==> src/rtl/uart_pkg.sv <==
// Shared types and constants for the UART transmit path.
package uart_pkg;
  typedef logic [7:0] byte_t;

  typedef enum logic [2:0] {
    IDLE,
    PULSE,
    WAIT_HI,
    WAIT_LO,
    GAP
  } feeder_state_e;

  localparam byte_t ASCII_CR   = 8'h0D;
  localparam byte_t ASCII_LF   = 8'h0A;
  localparam byte_t ASCII_ZERO = 8'h30;
endpackage

==> src/rtl/uart_tx_feeder_if.sv <==
// Upstream byte handshake plus the uart_tx request/busy pair and feeder status.
interface uart_tx_feeder_if #(parameter int DEPTH = 16);
  import uart_pkg::*;

  logic                   in_valid;
  byte_t                  in_byte;
  logic                   in_ready;
  logic                   tx_dv;
  byte_t                  tx_byte;
  logic                   tx_busy;
  logic [$clog2(DEPTH):0] level;
  logic                   idle;
  logic                   timeout_err;

  // slave = the feeder, master = upstream producer plus uart_tx
  modport slave (
    input  in_valid, in_byte, tx_busy,
    output in_ready, tx_dv, tx_byte, level, idle, timeout_err
  );
  modport master (
    output in_valid, in_byte, tx_busy,
    input  in_ready, tx_dv, tx_byte, level, idle, timeout_err
  );
endinterface

==> src/rtl/sync_fifo.sv <==
// Single-clock circular FIFO; pointers carry one extra wrap bit to tell full from empty.
module sync_fifo #(
  parameter int DEPTH = 16,
  parameter int WIDTH = 8
) (
  input  logic                   clk,
  input  logic                   reset,
  input  logic                   push,
  input  logic [WIDTH-1:0]       wdata,
  input  logic                   pop,
  output logic [WIDTH-1:0]       rdata,
  output logic                   full,
  output logic                   empty,
  output logic [$clog2(DEPTH):0] level
);
  localparam int AW = $clog2(DEPTH);

  logic [WIDTH-1:0] mem [DEPTH];
  logic [AW:0]      wr_ptr, rd_ptr;

  always_ff @(posedge clk) begin
    if (reset) begin
      wr_ptr <= '0;
      rd_ptr <= '0;
    end else begin
      if (push && !full) wr_ptr <= wr_ptr + 1'b1;
      if (pop && !empty) rd_ptr <= rd_ptr + 1'b1;
    end
  end

  // storage is not reset; stale entries are unreachable once the pointers clear
  always_ff @(posedge clk) begin
    if (push && !full) mem[wr_ptr[AW-1:0]] <= wdata;
  end

  assign level = wr_ptr - rd_ptr;
  assign empty = (wr_ptr == rd_ptr);
  assign full  = (level == (AW+1)'(DEPTH));
  assign rdata = mem[rd_ptr[AW-1:0]];
endmodule

==> src/rtl/uart_tx_feeder.sv <==
// Queues upstream bytes and hands them to uart_tx one frame at a time with an idle gap.
module uart_tx_feeder
  import uart_pkg::*;
#(
  parameter int DEPTH        = 16,
  parameter int CLKS_PER_BIT = 868,
  parameter int GAP_BITS     = 1,
  parameter int BUSY_TIMEOUT = 4   // must be >= 2
) (
  input  logic              clk,
  input  logic              reset,
  uart_tx_feeder_if.slave   bus
);
  localparam int AW       = $clog2(DEPTH);
  localparam int GAP_CLKS = GAP_BITS * CLKS_PER_BIT;
  localparam int CNT_MAX  = (GAP_CLKS > BUSY_TIMEOUT) ? GAP_CLKS : BUSY_TIMEOUT;
  localparam int CNT_W    = $clog2(CNT_MAX + 1);
  localparam int GAP_INIT = (GAP_CLKS > 0) ? GAP_CLKS - 1 : 0;
  localparam logic [CNT_W-1:0] GAP_LOAD = CNT_W'(GAP_INIT);
  // one WAIT_HI cycle per count down to zero puts the error exactly BUSY_TIMEOUT clocks after tx_dv
  localparam logic [CNT_W-1:0] TMO_LOAD = CNT_W'(BUSY_TIMEOUT - 2);

  feeder_state_e    state, state_nxt;
  logic [CNT_W-1:0] cnt, cnt_nxt;
  logic             pop, dv_nxt, err_set;
  logic             tx_dv_q, err_q;
  byte_t            tx_byte_q, head;
  logic             full, empty;
  logic [AW:0]      fifo_level;

  sync_fifo #(.DEPTH(DEPTH), .WIDTH(8)) u_fifo (
    .clk   (clk),
    .reset (reset),
    .push  (bus.in_valid && !full),
    .wdata (bus.in_byte),
    .pop   (pop),
    .rdata (head),
    .full  (full),
    .empty (empty),
    .level (fifo_level)
  );

  always_ff @(posedge clk) begin
    if (reset) state <= IDLE;
    else       state <= state_nxt;
  end

  always_comb begin
    state_nxt = state;
    case (state)
      IDLE:    if (!empty && !bus.tx_busy) state_nxt = PULSE;
      PULSE:   state_nxt = WAIT_HI;
      WAIT_HI: begin
        if (bus.tx_busy)   state_nxt = WAIT_LO;
        else if (cnt == 0) state_nxt = (GAP_CLKS == 0) ? IDLE : GAP;
      end
      WAIT_LO: if (!bus.tx_busy) state_nxt = (GAP_CLKS == 0) ? IDLE : GAP;
      GAP:     if (cnt == 0) state_nxt = IDLE;
      default: state_nxt = IDLE;
    endcase
  end

  // single counter shared between busy timeout and inter-frame gap
  always_comb begin
    pop     = 1'b0;
    dv_nxt  = 1'b0;
    err_set = 1'b0;
    cnt_nxt = cnt;
    case (state)
      IDLE: if (state_nxt == PULSE) begin
        pop    = 1'b1;
        dv_nxt = 1'b1;
      end
      PULSE:   cnt_nxt = TMO_LOAD;
      WAIT_HI: if (!bus.tx_busy) begin
        if (cnt == 0) begin
          err_set = 1'b1;
          cnt_nxt = GAP_LOAD;
        end else begin
          cnt_nxt = cnt - 1'b1;
        end
      end
      WAIT_LO: if (!bus.tx_busy) cnt_nxt = GAP_LOAD;
      GAP:     if (cnt != 0) cnt_nxt = cnt - 1'b1;
      default: ;
    endcase
  end

  always_ff @(posedge clk) begin
    if (reset) begin
      cnt       <= '0;
      tx_dv_q   <= 1'b0;
      tx_byte_q <= 8'h00;
      err_q     <= 1'b0;
    end else begin
      cnt     <= cnt_nxt;
      tx_dv_q <= dv_nxt;
      if (pop)     tx_byte_q <= head;
      if (err_set) err_q     <= 1'b1;
    end
  end

  assign bus.in_ready    = !full;
  assign bus.tx_dv       = tx_dv_q;
  assign bus.tx_byte     = tx_byte_q;
  assign bus.level       = fifo_level;
  assign bus.idle        = empty && (state == IDLE);
  assign bus.timeout_err = err_q;
endmodule

==> src/flat_wrapper.sv <==
// flat-port wrapper written by rule: the top's interface ports become plain ports
module uart_tx_feeder_flat import uart_pkg::*;
#(
  parameter int DEPTH        = 16,
  parameter int CLKS_PER_BIT = 868,
  parameter int GAP_BITS     = 1,
  parameter int BUSY_TIMEOUT = 4                  
)
  (clk, reset, bus_in_valid, bus_in_byte, bus_tx_busy, bus_in_ready, bus_tx_dv, bus_tx_byte, bus_level, bus_idle, bus_timeout_err);
  uart_tx_feeder_if #(.DEPTH(DEPTH)) bus_i ();
  input  logic clk;
  input  logic reset;
  input wire logic [$bits(bus_i.in_valid)-1:0] bus_in_valid;
  input wire logic [$bits(bus_i.in_byte)-1:0] bus_in_byte;
  input wire logic [$bits(bus_i.tx_busy)-1:0] bus_tx_busy;
  output wire logic [$bits(bus_i.in_ready)-1:0] bus_in_ready;
  output wire logic [$bits(bus_i.tx_dv)-1:0] bus_tx_dv;
  output wire logic [$bits(bus_i.tx_byte)-1:0] bus_tx_byte;
  output wire logic [$bits(bus_i.level)-1:0] bus_level;
  output wire logic [$bits(bus_i.idle)-1:0] bus_idle;
  output wire logic [$bits(bus_i.timeout_err)-1:0] bus_timeout_err;
  assign bus_i.in_valid = bus_in_valid;
  assign bus_i.in_byte = bus_in_byte;
  assign bus_i.tx_busy = bus_tx_busy;
  assign bus_in_ready = bus_i.in_ready;
  assign bus_tx_dv = bus_i.tx_dv;
  assign bus_tx_byte = bus_i.tx_byte;
  assign bus_level = bus_i.level;
  assign bus_idle = bus_i.idle;
  assign bus_timeout_err = bus_i.timeout_err;
  uart_tx_feeder #(.DEPTH(DEPTH), .CLKS_PER_BIT(CLKS_PER_BIT), .GAP_BITS(GAP_BITS), .BUSY_TIMEOUT(BUSY_TIMEOUT)) u_core (.clk(clk), .reset(reset), .bus(bus_i));
endmodule
==> config.mk <==
export PLATFORM = sky130hd
export DESIGN_NAME = uart_tx_feeder_flat
export DESIGN_NICKNAME = d
export VERILOG_FILES = /design/src/rtl/uart_pkg.sv /design/src/rtl/uart_tx_feeder_if.sv /design/src/rtl/sync_fifo.sv /design/src/rtl/uart_tx_feeder.sv /design/src/flat_wrapper.sv
export SDC_FILE = /design/constraint.sdc
export NUM_CORES = 1
export LEC_CHECK = 0
export BUFFER_PORTS_ARGS = -buffer_cell sky130_fd_sc_hd__buf_2
export CAP_MARGIN = 20
export CORE_MARGIN = 5
export CORE_UTILIZATION = 60
export DETAILED_ROUTE_END_ITERATION = 6
export GPL_ROUTABILITY_DRIVEN = 1
export PLACE_DENSITY = 0.78
export SYNTH_ARGS = -nofsm -noshare
export SYNTH_HDL_FRONTEND = slang
export SYNTH_SLANG_ARGS = --single-unit
==> constraint.sdc <==
create_clock -name clk -period 5.1 [get_ports clk]
set_input_delay 0.51 -clock clk [delete_from_list [all_inputs] [get_ports clk]]
set_output_delay 0.51 -clock clk [all_outputs]
set_load 0.02 [all_outputs]
After elaboration in Yosys (flattened, before gate mapping)
Memory sizes are Yosys's and may differ from the RTL's. A register that Yosys moved wholly into a read port is not among the register bits.
Cells that the tools add are included.
Storage, ports and cells
  bits in read-only memories: 0
  input port bits: 12
  memories kept: 1
  register bits: 25
  RAM bits: 128
  word-level logic and storage cells: 52
  latch bits: 0
Operators by class
  add/subtract/negate cells: 4
  divide/modulo/power cells: 0
  order comparisons: 0
  multiply operators: 0
  bitwise gates (word level): 0
  shift-type cells: 0
  mux-type cells: 18
  equal/unequal tests: 10
  reduce and logical (&&, ||, !) cells: 13
Memories
  u_core.u_fifo.mem: depth 16, bits a word 8, read ports 1, clocked after memory_dff 1, write ports 1, line sync_fifo.sv:18  | logic [WIDTH-1:0] mem [DEPTH];
Operator list (number)
  2-to-1 mux 10 bit: 4
  one-hot mux 10 bit (4 select lines): 1
  2-to-1 mux 3 bit: 5
  one-hot mux 3 bit (5 select lines): 1
  adder 5 x 1 -> 5 bit, second input constant: 2
  logical NOT 10 bit: 1
  nonzero test 10 bit: 1
  subtractor 10 x 1 -> 10 bit, second input constant: 1
  2-to-1 mux 1 bit: 7
  == test 3 x 1 -> 1 bit, second input constant: 2
  == test 3 x 2 -> 1 bit, second input constant: 2
  == test 5 bit: 1
  == test 5 bit, second input constant: 1
  logical AND 1 bit: 5
  subtractor 5 bit: 1
  != test 2 bit, second input constant: 2
  AND reduction 4 bit: 1
  nonzero test 4 bit: 1
  == test 3 bit, second input constant: 1
  logical NOT 1 bit: 3
  logical NOT 3 bit: 1
  != test 2 x 1 -> 1 bit, second input constant: 1

Longest topological paths before layout
  word-level depth: 9
  depth in mapped cells: 11
  depth with buffers taken out: 8

By module
From an unflattened synthesis, not the netlist that was laid out.
Second synthesis, totals
  cell total of the unflattened synthesis: 430
  area, all modules: 7006.7 µm²
By module, submodules not included
  sync_fifo: instances 1, cells an instance 282, area an instance 5854.4 µm²
  uart_tx_feeder: instances 1, cells an instance 148, area an instance 1152.4 µm²

Least setup slack after synthesis
Ideal clock, no wire load.
  path kind: flip-flop to flip-flop
  start: register u_core.u_fifo.wr_ptr[0]
  end: memory u_core.u_fifo.mem[10][0] (enable)
  slack: 2254 ps
  data arrival time: 2514 ps
  path buffers: 1
  library setup time: 332 ps
  stages on the path, launching flop included: 9
  period minus slack after synthesis: 2846 ps
  cell sequence: dfxtp_1 -> inv_1 -> ha_1 -> fa_1 -> xnor2_1 -> nor3_1 -> a31oi_1 -> buf_2 -> and3_1
Between the ends
  cells in the longest elaborated chain, start to end: 7
Ends and longest elaborated chain
  start, declared: line sync_fifo.sv:19  | logic [AW:0] wr_ptr, rd_ptr;
  start signal, assigned: line sync_fifo.sv:26  | if (push && !full) wr_ptr <= wr_ptr + 1'b1;
  subtractor 5 bit (*): line sync_fifo.sv:36  | assign level = wr_ptr - rd_ptr;
  via bus_level[2]: line flat_wrapper.sv:19  | output wire logic [$bits(bus_i.level)-1:0] bus_level;
  == test 5 bit (*): line sync_fifo.sv:38  | assign full = (level == (AW+1)'(DEPTH));
  logical NOT 1 bit (*): line sync_fifo.sv:33, uart_tx_feeder.sv:34
  logical AND 1 bit: line uart_tx_feeder.sv:34  | .push (bus.in_valid && !full),
  logical AND 1 bit (*): line sync_fifo.sv:33  | if (push && !full) mem[wr_ptr[AW-1:0]] <= wdata;
  2-to-1 mux 1 bit (*): line sync_fifo.sv:33
  2-to-1 mux 1 bit (not written as such) (*): line sync_fifo.sv:33
  end, declared: line sync_fifo.sv:18
The timed path passes the listed nets; every way through them passes the cells marked *.

Worst setup path in the final report
  start: register u_core.u_fifo.rd_ptr[2]
  end: output port bus_in_ready
Between the ends
  cells in the longest elaborated chain, start to end: 3
Ends and longest elaborated chain
  start, declared: line sync_fifo.sv:19
  start signal, assigned: line sync_fifo.sv:27  | if (pop && !empty) rd_ptr <= rd_ptr + 1'b1;
  subtractor 5 bit: line sync_fifo.sv:36
  == test 5 bit: line sync_fifo.sv:38
  logical NOT 1 bit: line uart_tx_feeder.sv:103  | assign bus.in_ready = !full;
  end, declared: line flat_wrapper.sv:16  | output wire logic [$bits(bus_i.in_ready)-1:0] bus_in_ready;
Every way passes these cells.

==> summary.txt <==
Die
  • IO Pins: 29
  • Core area: between 10000 and 15000 sq um
  • Rows: 38
  • Die width: between 100 and 150 um
  • Full die area: 13600 sq um
  • Initial Utilization: 62.0%
  • Die height: 117 um

CTS
  • Clock sink count: 161
  • Post-CTS setup buffers: 0
  • Later-pin clock latency in the skew report: 0.42 ns
  • CTS max path bufs: 2
  • Clk root buf: clkbuf_16
  • CTS-repair resized insts: 0
  • Reg clk slew, reported paths: 0.06 ns
  • H-tree Lvls: 4
  • Hold-fix buffers, CTS: 0
  • CTS Buf Count: 17
  • CTS tree: built

Global route
  • GRT overflow: 0
  • First-pass GRT wire length: ~22 mm
  • Initial antenna violation count: 0
  • GR Util All Layers: between 20% and 30%
  • Number of global-route vias before repair: around 4000
  • Largest net degree at the start of global routing: 39

Synth
  • Distinct cells, synth: 65
  • Avg Cell Area, Syn: 15.5 sq um
  • Post-synth EDFFs: 128
  • Seq/Total Area, Yosys: between 60% and 70%
  • Synthesized area: 6810 sq um
  • Synth Instances: 440
  • Post-Syn Nets: 463
  • Synth Warn #: 0
  • Post-synth ARST share: 0%
  • Main synth FF type: edfxtp_1
  • FF+latch count, synth: 161

Detailed routing
  • Uppermost layer routed: met4
  • Met2 wire length: 7.07 mm
  • DRC Markers: 0
  • Antenna viol nets, final: 0
  • Met3 wire length: 1.20 mm
  • Drt wl/cell: 23.2 um
  • Initial drt markers: 585
  • DRT Pass-1 Iters: 5
  • Drt total wl: 14.3 mm
  • Via density: 6.61
  • Met1 WL: a little under 6 mm
  • Via count: 4094

STA
  • Final Cycle Share: between 60 and 70%
  • RSZ-0062 raised after global routing: no
  • Hold Violations, Final: 0
  • Final worst slack: 1.72 ns
  • Min Tclk post-route: 3.38 ns
  • Final Max Slew Viols: 0
  • Worst clock skew: slightly above 0.008 ns
  • Setup TNS: 0 ns
  • Worst-margin pin slew: 0.986 ns
  • Max_slew headroom: between 30% and 40%
  • Peak Freq: 0.296 GHz
  • # setup viols final: 0

Worst setup path
  • Worst path arrival time: about 2.9 ns
  • Reg2Reg Setup Slack: between 1.5 and 2 ns
  • Worst Path Required: around 4.6 ns
  • Crit. End Element: output port
  • Crit start category: flip-flop
  • Reg2reg end: u_core.u_fifo.mem[11][5]
  • Crit Path Category: flip-flop to output port
  • Crit path max fanout: 21
  • R2R cell count: 7
  • Worst R2R Start: u_core.u_fifo.rd_ptr[2]

Layout
  • Commonest non-fill, non-tap cells in the layout: 128 x edfxtp_1, 35 x nor2_1, 32 x mux4_2, 32 x dfxtp_1, 28 x buf_2
  • Ratio of cells with drive above 1 in the final layout: 23.2%
  • Post-route core utilization: 69.2%
  • N_diodes: 0
  • Commonest non-fill, non-tap cell in the layout: edfxtp_1
  • Final Instance Count excl. Fillers: 619
  • P&R area growth vs syn: 11.7%
  • Final nets: a little under 500

Power and ir drop
  • Power per standard cell area: 492 nW/um^2
  • Maximum vdd drop: around 0.00043 V
  • P_leak: 0.00262 uW

Worst hold path
  • Worst Hold End: u_core.bus.timeout_err
  • Hold path cells: 2
  • Hold path startpoint: u_core.bus.timeout_err
  • Worst hold path type: flip-flop to flip-flop

Placement
  • PortBufs: 28
  • HPWL Detailed: 9.45 mm
  • Pre-CTS setup slack: 1.82 ns
  • Placed cell count: 588
  • GPL Wtd Cong: around 0.9

Run
  • MaxCap Viol Count: 0

Status
  • Outcome: complete, no violations
flip-flops by register name, indices dropped and copies added (netlist names):
register	flops
u_core.bus.timeout_err	1
u_core.bus.tx_byte	8
u_core.bus.tx_dv	1
u_core.cnt	10
u_core.state	3
u_core.u_fifo.mem	128
u_core.u_fifo.rd_ptr	5
u_core.u_fifo.wr_ptr	5
synthesized netlist by cell type, drive strengths merged (10+ instances only):
master / count / share of area, %
dfxtp: 33 / 9.7
and3: 13 / 1.2
a21oi: 20 / 1.6
nor2: 36 / 2.0
mux4: 32 / 11
nor3: 14 / 1.3
edfxtp: 128 / 56
ha: 10 / 1.8
buf: 16 / 1.2
inv: 14 / 0.77
o22ai: 17 / 1.6
nand2: 14 / 0.77
how the worst max path moves through the flow:
stage | startpoint | end | depth (start not counted)
after floorplan | u_core.u_fifo.wr_ptr[0] | u_core.u_fifo.mem[10][0] | 8
after global routing | u_core.u_fifo.rd_ptr[2] | bus_in_ready | 7
after detailed placement | u_core.u_fifo.rd_ptr[2] | u_core.u_fifo.wr_ptr[4] | 7
final | u_core.u_fifo.rd_ptr[2] | bus_in_ready | 7
after CTS | u_core.u_fifo.rd_ptr[2] | bus_in_ready | 7
after global placement | u_core.u_fifo.rd_ptr[2] | u_core.u_fifo.mem[11][2] | 7
routing by layer:
layer  vias up  GRT usage [%]
met5         -              0
met1      2072           31.6
met4         0           7.81
li1       1777              -
met2       224           35.7
met3        21           6.79
power by group:
| group | leakage [uW] | switching, uW | internal, uW |
|---|---|---|---|
| Sequential | 0.00142 | 70.7 | 1500 |
| Clock | 0.000277 | 469 | 762 |
| Combinational | 0.000922 | 558 | 382 |
worst max-delay path: stages (launching register included):
cell and delay (ns):
dfxtp_1 0.88, inv_1 0.18, ha_1 0.40, a21oi_1 0.17, nand2_1 0.08, xnor2_1 0.39, nand3_1 0.15, buf_2 0.19
kinds of logic after synthesis:
| logic type | synth area share (%) |
|---|---|
| adder cells (fa/ha/maj) | 2.13 |
| AND/OR/NAND/NOR | 9.17 |
| multiplexers | 11.4 |
| XOR/XNOR | 1.38 |
| buffers and inverters | 2.33 |
| AO/OA/AOI/OAI | 7.39 |
| flip-flops | 66.2 |
layout make-up:
cell class	instances	area [sq um]
flip-flops and latches	161	4510
fillers	698	3380
multi-input cells	243	2140
clock buffers	20	437
well taps	140	175
repair buffers	30	155
clock inverters	11	138
inverters	14	52.6
stage by stage:
step,power (uW),hold slack [ns],area (sq um)
detailed placement,2520,0.472,7030
global placement,2500,0.451,7030
floorplan,2300,0.458,6810
global route,3910,0.502,7600
finish,3740,0.484,7600
CTS,3750,0.489,7600
Note: power is estimated with default switching activity, not from simulation.
